**src/rtl/ttt_pkg.sv**
```systemverilog
// Shared definitions for the tic-tac-toe controller: cell codes, FSM states,
// winning-line masks and cursor helpers.
package ttt_pkg;

  localparam int BOARD_W = 18;

  typedef enum logic [1:0] {
    CELL_EMPTY = 2'b00,
    CELL_P1    = 2'b01,
    CELL_P2    = 2'b10
  } cell_t;

  typedef enum logic [1:0] {
    PLAY,
    CHECK,
    WIN,
    DRAW
  } state_t;

  // Index 0..7: rows 0-2, columns 0-2, main diagonal, anti-diagonal (cells row-major)
  localparam logic [7:0][8:0] WIN_LINES = {
    9'h054, 9'h111, 9'h124, 9'h092, 9'h049, 9'h1C0, 9'h038, 9'h007
  };

  function automatic logic [1:0] col_of(input logic [3:0] pos);
    case (pos)
      4'd0, 4'd3, 4'd6: col_of = 2'd0;
      4'd1, 4'd4, 4'd7: col_of = 2'd1;
      default:          col_of = 2'd2;
    endcase
  endfunction

endpackage

```
**src/rtl/ttt_win_detect.sv**
```systemverilog
// Combinational line checker: returns the OR of every winning line fully
// occupied by the given mark (zero means no win).
module ttt_win_detect import ttt_pkg::*; (
  input  logic [BOARD_W-1:0] board,
  input  logic [1:0]         mark,
  output logic [8:0]         win_mask
);

  logic [8:0]      owned;
  logic [7:0][8:0] line_hit;

  genvar gi;
  generate
    for (gi = 0; gi < 9; gi++) begin : g_cell
      assign owned[gi] = (board[2*gi +: 2] == mark) && (mark != CELL_EMPTY);
    end
    for (gi = 0; gi < 8; gi++) begin : g_line
      assign line_hit[gi] = ((owned & WIN_LINES[gi]) == WIN_LINES[gi]) ? WIN_LINES[gi] : 9'h000;
    end
  endgenerate

  always_comb begin
    win_mask = 9'h000;
    for (int i = 0; i < 8; i++) begin
      win_mask = win_mask | line_hit[i];
    end
  end

endmodule

```
**src/rtl/ttt_board_ctrl.sv**
```systemverilog
// Tic-tac-toe game controller: cursor, turn order, move legality, win/draw
// detection and win-line blinking, feeding the VGA renderer.
module ttt_board_ctrl import ttt_pkg::*; #(
  parameter int BLINK_DIV  = 12_500_000,
  parameter int START_CELL = 4
) (
  input  logic               clk,
  input  logic               reset_n,
  input  logic               btn_up,
  input  logic               btn_down,
  input  logic               btn_left,
  input  logic               btn_right,
  input  logic               btn_place,
  input  logic               btn_restart,
  output logic [BOARD_W-1:0] board,
  output logic [8:0]         cell_select,
  output logic               cur_player,
  output logic               game_over,
  output logic [1:0]         winner
);

  localparam int               CNT_W     = (BLINK_DIV > 1) ? $clog2(BLINK_DIV) : 1;
  localparam logic [CNT_W-1:0] CNT_MAX   = CNT_W'(BLINK_DIV - 1);
  localparam logic [3:0]       START_POS = 4'(START_CELL);
  localparam logic [8:0]       START_SEL = 9'(1) << START_CELL;

  state_t             state_reg, state_next;
  logic [BOARD_W-1:0] board_reg, board_next;
  logic [3:0]         cursor_reg, cursor_next;
  logic [8:0]         cell_select_reg, cell_select_next;
  logic [8:0]         win_mask_reg, win_mask_next;
  logic               cur_player_reg, cur_player_next;
  logic               game_over_reg, game_over_next;
  logic [1:0]         winner_reg, winner_next;
  logic [3:0]         move_cnt_reg, move_cnt_next;
  logic [CNT_W-1:0]   blink_cnt_reg, blink_cnt_next;
  logic               phase_reg, phase_next;

  logic [1:0] mark;
  logic [4:0] cell_idx;
  logic [1:0] cell_at_cursor;
  logic [8:0] line_mask;

  assign mark           = cur_player_reg ? CELL_P2 : CELL_P1;
  assign cell_idx       = {cursor_reg, 1'b0};
  assign cell_at_cursor = board_reg[cell_idx +: 2];

  // Evaluated against the registered board, so CHECK sees the mark placed the cycle before
  ttt_win_detect u_win_detect (
    .board    (board_reg),
    .mark     (mark),
    .win_mask (line_mask)
  );

  always_comb begin
    state_next       = state_reg;
    board_next       = board_reg;
    cursor_next      = cursor_reg;
    win_mask_next    = win_mask_reg;
    cur_player_next  = cur_player_reg;
    game_over_next   = game_over_reg;
    winner_next      = winner_reg;
    move_cnt_next    = move_cnt_reg;
    blink_cnt_next   = blink_cnt_reg;
    phase_next       = phase_reg;
    cell_select_next = cell_select_reg;

    if (btn_restart) begin
      state_next      = PLAY;
      board_next      = '0;
      cursor_next     = START_POS;
      win_mask_next   = 9'h000;
      cur_player_next = 1'b0;
      game_over_next  = 1'b0;
      winner_next     = CELL_EMPTY;
      move_cnt_next   = 4'd0;
      blink_cnt_next  = '0;
      phase_next      = 1'b0;
    end else begin
      case (state_reg)
        PLAY: begin
          if (btn_place) begin
            if (cell_at_cursor == CELL_EMPTY) begin
              board_next[cell_idx +: 2] = mark;
              if (move_cnt_reg < 4'd9) move_cnt_next = move_cnt_reg + 4'd1;
              state_next = CHECK;
            end
          end else if (btn_up) begin
            cursor_next = (cursor_reg >= 4'd3) ? cursor_reg - 4'd3 : cursor_reg + 4'd6;
          end else if (btn_down) begin
            cursor_next = (cursor_reg <= 4'd5) ? cursor_reg + 4'd3 : cursor_reg - 4'd6;
          end else if (btn_left) begin
            cursor_next = (col_of(cursor_reg) == 2'd0) ? cursor_reg + 4'd2 : cursor_reg - 4'd1;
          end else if (btn_right) begin
            cursor_next = (col_of(cursor_reg) == 2'd2) ? cursor_reg - 4'd2 : cursor_reg + 4'd1;
          end
        end
        CHECK: begin
          if (|line_mask) begin
            state_next     = WIN;
            game_over_next = 1'b1;
            winner_next    = mark;
            win_mask_next  = line_mask;
            phase_next     = 1'b1;
            blink_cnt_next = '0;
          end else if (move_cnt_reg == 4'd9) begin
            state_next     = DRAW;
            game_over_next = 1'b1;
            winner_next    = CELL_EMPTY;
          end else begin
            cur_player_next = ~cur_player_reg;
            state_next      = PLAY;
          end
        end
        WIN: begin
          if (blink_cnt_reg == CNT_MAX) begin
            blink_cnt_next = '0;
            phase_next     = ~phase_reg;
          end else begin
            blink_cnt_next = blink_cnt_reg + 1'b1;
          end
        end
        default: ;
      endcase
    end

    // Highlight is derived from next-state values so the output stays registered
    case (state_next)
      WIN:     cell_select_next = phase_next ? win_mask_next : 9'h000;
      DRAW:    cell_select_next = 9'h000;
      default: cell_select_next = 9'(1) << cursor_next;
    endcase
  end

  always_ff @(posedge clk or negedge reset_n) begin
    if (!reset_n) begin
      state_reg       <= PLAY;
      board_reg       <= '0;
      cursor_reg      <= START_POS;
      cell_select_reg <= START_SEL;
      win_mask_reg    <= 9'h000;
      cur_player_reg  <= 1'b0;
      game_over_reg   <= 1'b0;
      winner_reg      <= 2'b00;
      move_cnt_reg    <= 4'd0;
      blink_cnt_reg   <= '0;
      phase_reg       <= 1'b0;
    end else begin
      state_reg       <= state_next;
      board_reg       <= board_next;
      cursor_reg      <= cursor_next;
      cell_select_reg <= cell_select_next;
      win_mask_reg    <= win_mask_next;
      cur_player_reg  <= cur_player_next;
      game_over_reg   <= game_over_next;
      winner_reg      <= winner_next;
      move_cnt_reg    <= move_cnt_next;
      blink_cnt_reg   <= blink_cnt_next;
      phase_reg       <= phase_next;
    end
  end

  assign board       = board_reg;
  assign cell_select = cell_select_reg;
  assign cur_player  = cur_player_reg;
  assign game_over   = game_over_reg;
  assign winner      = winner_reg;

endmodule

```
**config.mk**
```make
export PLATFORM = sky130hd
export DESIGN_NAME = ttt_board_ctrl
export DESIGN_NICKNAME = d
export VERILOG_FILES = /design/src/rtl/ttt_pkg.sv /design/src/rtl/ttt_win_detect.sv /design/src/rtl/ttt_board_ctrl.sv
export SDC_FILE = /design/constraint.sdc
export NUM_CORES = 1
export LEC_CHECK = 0
export CAP_MARGIN = 5
export CORE_ASPECT_RATIO = 0.75
export CORE_UTILIZATION = 25
export CTS_BUF_LIST = sky130_fd_sc_hd__clkbuf_16
export CTS_CLUSTER_SIZE = 10
export DETAILED_ROUTE_END_ITERATION = 10
export PLACE_DENSITY = 0.38
export SETUP_SLACK_MARGIN = 0.02
export SLEW_MARGIN = 10
export SYNTH_ARGS = -nofsm -noshare
export SYNTH_HDL_FRONTEND = slang
export SYNTH_SLANG_ARGS = --single-unit
```
**constraint.sdc**
```tcl
create_clock -name clk -period 5.8 [get_ports clk]
set_input_delay 0.58 -clock clk [delete_from_list [all_inputs] [get_ports clk]]
set_output_delay 0.58 -clock clk [all_outputs]
set_load 0.005 [all_outputs]
```
==> results of run 1 <==
[routing by layer]
metal	GRT usage, %	up-vias
met2	18.5	88
li1	-	2002
met5	0	-
met3	3.19	10
met1	24.2	1942
met4	3.59	0
[kinds of logic (layout without fill, tap and decap cells)]
| logic type | Yosys count | count (layout) | synth area share, % |
|---|---|---|---|
| compound gates | 134 | 134 | 20.4 |
| xor+xnor | 20 | 20 | 3.57 |
| fa+ha+maj | 15 | 15 | 3.82 |
| buf+inv | 49 | 76 | 4.76 |
| flops | 75 | 75 | 38.3 |
| mux | 24 | 24 | 5.17 |
| simple gates | 227 | 227 | 24.0 |
[through the flow]
stage | hold WS, ps | std cells | setup WS (ps)
floorplan | 284 | 544 | 2930
global placement | 492 | 802 | 2260
detailed placement | 507 | 802 | 2160
CTS | 441 | 818 | 2140
global route | 473 | 818 | 1830
finish | 366 | 818 | 2180
[Yosys cell counts, drive strengths merged (4+ instances only)]
cell type	n
o22ai	8
a31o	4
ha	15
or3b	6
dfrtp	73
mux2i	22
nand3b	6
nor3	11
a2111oi	4
and3	13
and4	4
or2	7
and2	4
a22oi	4
a31oi	6
o31ai	6
nor2	71
nand3	22
nand2	43
inv	19
o21ai	33
a22o	7
xnor2	18
nor2b	8
nand2b	15
clkbuf	12
buf	17
a211oi	8
a21oi	24
[final timing paths]
| kind | startpoint | endpoint | slack [ps] | depth (start not counted) |
|---|---|---|---|---|
| worst min register to register | blink_cnt_reg[3] | blink_cnt_reg[3] | 520 | 1 |
| worst max-delay path | cur_player | blink_cnt_reg[5] | 2180 | 8 |
| max in group asynchronous | reset_n | cell_select[8] | 4740 | 1 |
| worst max register to register | cur_player | blink_cnt_reg[5] | 2180 | 8 |
| worst min-delay path | reset_n | board[11] | 370 | 1 |
| min in group clk | blink_cnt_reg[3] | blink_cnt_reg[3] | 520 | 1 |
[power by group through the flow]
stage	Sequential, mW	Clock, mW	Combinational [mW]
detailed placement	0.608	0	0.425
finish	0.596	0.575	0.426
global route	0.604	0.616	0.474
CTS	0.598	0.600	0.427
floorplan	0.577	0	0.326
global placement	0.607	0	0.425
[critical path, stage by stage, from the launching register on]
cell and delay [ps]:
dfrtp_1 880, or3b_1 270, o22ai_1 120, a222oi_1 470, nand3_1 240, o21ai_4 380
and2_1 510, or2_1 460, o21ai_1 130
[cell type report]
class | instances | area (um2)
fill | 1964 | 13100
multi-input combinational | 420 | 2800
sequential | 75 | 1880
timing repair buffer | 40 | 388
tap | 247 | 309
clock buffer | 9 | 225
clock inverter | 7 | 76.3
inverter | 20 | 75.1
==> impl_metrics.toml, run 1 <==
[routing]
drc = 0
num_vias = 4042
wl_met2_mm = 5.15
highest_layer = "met4"
wl_met3_um = 712
wl_per_cell_um = 16.8
drt-pass1-iter-count = 5
vias_per_cell = 4.94
drt_iter0_markers = 257
wl_mm = 13.8
m1WireLength_mm = 7.79
ant_nets = 0

[pwr]
p_leak_nw = 2.24
seq_power_share_pct = 37.3
power_mw = 1.60
switching_share_pct = 33.9
vdd_drop_max_uv = 119
p_per_area_mw_per_mm2 = 278
clockPowerShare_pct = 36.0
combPwrFrac_pct = 26.7
p_int_mw = 1.06
p_sw_uw = 542

[place]
io_buffers = 38
gp_congestion = 0.826
hpwlAfterDp_mm = 10.1
place_area_mm2 = 0.00545

[clock_network]
clock_path_buffers = 2
cts_tree = "yes"
clk_pin_slew_ps = 60
cts_resized = 0
hold_buffers = 0
worstSkewPairLatency_ps = 340
cts.sinks = 75
numCtsBuffers = 9
postCtsSetupRepairBufs = 0
root_buffer = "clkbuf_16"
h-tree-depth = 3

[synthesis]
yosysWarnings = 0
yosysUniqueCellTypes = 81
synthCells = 544
synth_area_leader_cell = "dfrtp_1"
synth_seq_cells = 75
async_flop_share_pct = 100
postSynthNetCount = 567
netlist.area_leader.share_pct = 37.2
yosys-top-cells-area = "dfrtp_1 (37%), nor2_1 (5.4%), mux2i_1 (4.5%), ha_1 (3.8%), nand2_1 (3.3%)"
synth_area_mm2 = 0.00491
synth_seq_area_share_pct = 38.3
avgSynthCellArea_um2 = 9.03
synth-main-ff-cell = "dfrtp_1"
synth_edf_count = 0

[critical_path]
worstPathRequired_ps = 6010
cp.arrival_ps = 3830
endpoint_kind = "flip-flop"
critPathMaxFanout = 28
worstSetupStartpointType = "flip-flop"
path_class = "flip-flop to flip-flop"

[cells_and_area]
nets = 589
layout_common_cells = "dfrtp_1 (73), nor2_1 (71), nand2_1 (43), clkdlybuf4s50_1 (36), o21ai_0 (24)"
areaGrowthSynthToFinish_pct = 17.1
largest_reg_flops = 24
final_common_cell = "dfrtp_1"
final_cell_area_mm2 = 0.00575
drive_gt1_share_pct = 8.93
diodes = 0
fin_util_pct = 30.5

[grt]
antenna_found_initial = 0
grt_usage_pct = 14.7
grt_pass1_wl_mm = 22.5
grt_max_degree = 76
overflow = 0
grt_pass1_vias = 3923

[sta]
tns_ps = 0
worst_pin_slew_ps = 1000
rsz0062_at_grt = "false"
relSlewSlack_pct = 33.2
drv_slew = 0
period_share_pct = 62.4
finClkSkew_ps = 7.63
hold_violations = 0
setup_viol = 0
period_needed_ps = 3620
max_freq_mhz = 276

[floorplan]
start_util_pct = 26.0
io_pins = 39
die_w_um = 164
dieArea_mm2 = 0.0202
rows = 43
die_h_um = 123
core_mm2 = 0.0189

[status]
outcome = "finished, final reports clean"

[hold_path]
hp-class = "primary input to async pin"

[job]
drv_cap = 0
Note: power is estimated with default switching activity, not from simulation.
==> run 2: changes to the inputs <==
Clock period 5.8 ns to 3.4 ns, I/O delays scaled along.
==> impl_metrics.toml, run 2 (synthesis results as in run 1) <==
[place]
io_buffers = 38
hpwlAfterDp_mm = 10.5
pre_cts_ws_ps = 312
gp_congestion = 0.828
placed_cells = 819

[sta]
hold_violations = 0
relSlewSlack_pct = 32.2
max_freq_mhz = 321
finClkSkew_ps = 9.80
setup_viol = 0
tns_ps = 0
period_share_pct = 91.7
worst_pin_slew_ps = 1020
worst_slack_ps = 282
rsz0062_at_grt = "false"
period_needed_ps = 3120
drv_slew = 0

[status]
outcome = "finished, final reports clean"

[floorplan]
dieArea_mm2 = 0.0202
core_mm2 = 0.0189
die_w_um = 164
rows = 43
die_h_um = 123
io_pins = 39
start_util_pct = 26.0

[grt]
grt_usage_pct = 15.4
grt_pass1_wl_mm = 23.3
grt_pass1_vias = 3960
overflow = 0
antenna_found_initial = 0
grt_max_degree = 76

[critical_path]
worstPathRequired_ps = 3680
slowest_stage = "dfstp_2"
crit_chain = "ha_1 > nor2b_1 > o2111ai_4 > mux2_1 > a211o_1 > a21oi_2 > o41ai_2 > nor3_2 > a32o_1"
cpLargestDelayFamily = "compound AO/OA/AOI/OAI gates"
critPathMaxFanout = 18
cp_num_buf_inv = 0
path_class = "flip-flop to flip-flop"
cp.arrival_ps = 3400
critPathMaxStageDelay_ps = 750
worstSetupStartpointType = "flip-flop"
endpoint_kind = "flip-flop"

[job]
drv_cap = 0

[routing]
drt_iter0_markers = 397
num_vias = 4234
drc = 0
wl_mm = 14.4
vias_per_cell = 5.07
ant_nets = 0
wl_per_cell_um = 17.3
drt-pass1-iter-count = 5

[clock_network]
clk_pin_slew_ps = 60
cts_resized = 0
h-tree-depth = 3
hold_buffers = 0
cts_tree = "yes"
postCtsSetupRepairBufs = 0
root_buffer = "clkbuf_16"
numCtsBuffers = 9
cts.sinks = 75
worstSkewPairLatency_ps = 350
clock_path_buffers = 2

[cells_and_area]
layout_common_cells = "dfrtp_1 (73), nor2_1 (71), nand2_1 (43), clkdlybuf4s50_1 (36), o21ai_0 (24)"
largest_reg_flops = 24
fin_util_pct = 31.5
nets = 606
fillers = 1972
instances_no_fill = 835
drive_gt1_share_pct = 11.6
final_common_cell = "dfrtp_1"
diodes = 0
areaGrowthSynthToFinish_pct = 21.0

[pwr]
p_leak_nw = 2.36
power_mw = 3.01
vdd_drop_max_uv = 228
p_per_area_mw_per_mm2 = 506

[hold_path]
hp-class = "primary input to async pin"
[run 2: changes by cell type in the layout (fill, tap and decap cells not counted), sizes merged]
| cell | change |
|---|---|
| buf | +17 |
| bufinv | +3 |
| clkinv | -3 |
[run 2: cell type report]
| type | instances | area [um2] | area share (%) |
|---|---|---|---|
| Multi-Input combinational cell | 420 | 2800 | 47.1 |
| Sequential cell | 75 | 1880 | 31.6 |
| Clock buffer | 9 | 225 | 3.79 |
| Timing Repair Buffer | 57 | 515 | 8.67 |
| Inverter | 20 | 75.1 | 1.26 |
| Tap cell | 247 | 309 | 5.20 |
| Clock inverter | 7 | 140 | 2.36 |
[run 2: power breakdown]
group          internal (mW)  switching, mW  leakage [nW]
Sequential             0.939         0.0636          1.04
Clock                  0.792          0.406         0.177
Combinational          0.333          0.473          1.15
[run 2: through the flow]
step / cell area [um2] / hold WS, ps
6_report: 5940 / 143
5_1_grt: 5940 / 229
4_1_cts: 5940 / 210
2_1_floorplan: 4910 / 44.4
3_3_place_gp: 5580 / 477
3_5_place_dp: 5580 / 485
[run 2: per-layer routing]
layer | up-vias | global-route usage (%) | wire length (um)
met5 | - | 0 | 0
met4 | 0 | 4.28 | 161
met3 | 14 | 3.09 | 737
met2 | 119 | 19.4 | 5370
met1 | 2062 | 25.2 | 8180
li1 | 2039 | - | -
[run 2: worst paths after layout]
path                                        from          endpoint  slack [ps]  cells after the start
worst min register to register  blink_cnt_reg[3]  blink_cnt_reg[3]         500                      1
worst min-delay path                     reset_n          board[8]         140                      1
max in group asynchronous                reset_n     cursor_reg[3]        2570                      1
worst max-delay path               cursor_reg[2]    cell_select[0]         280                      9
min in group clk                blink_cnt_reg[3]  blink_cnt_reg[3]         500                      1
worst max register to register     cursor_reg[2]    cell_select[0]         280                      9
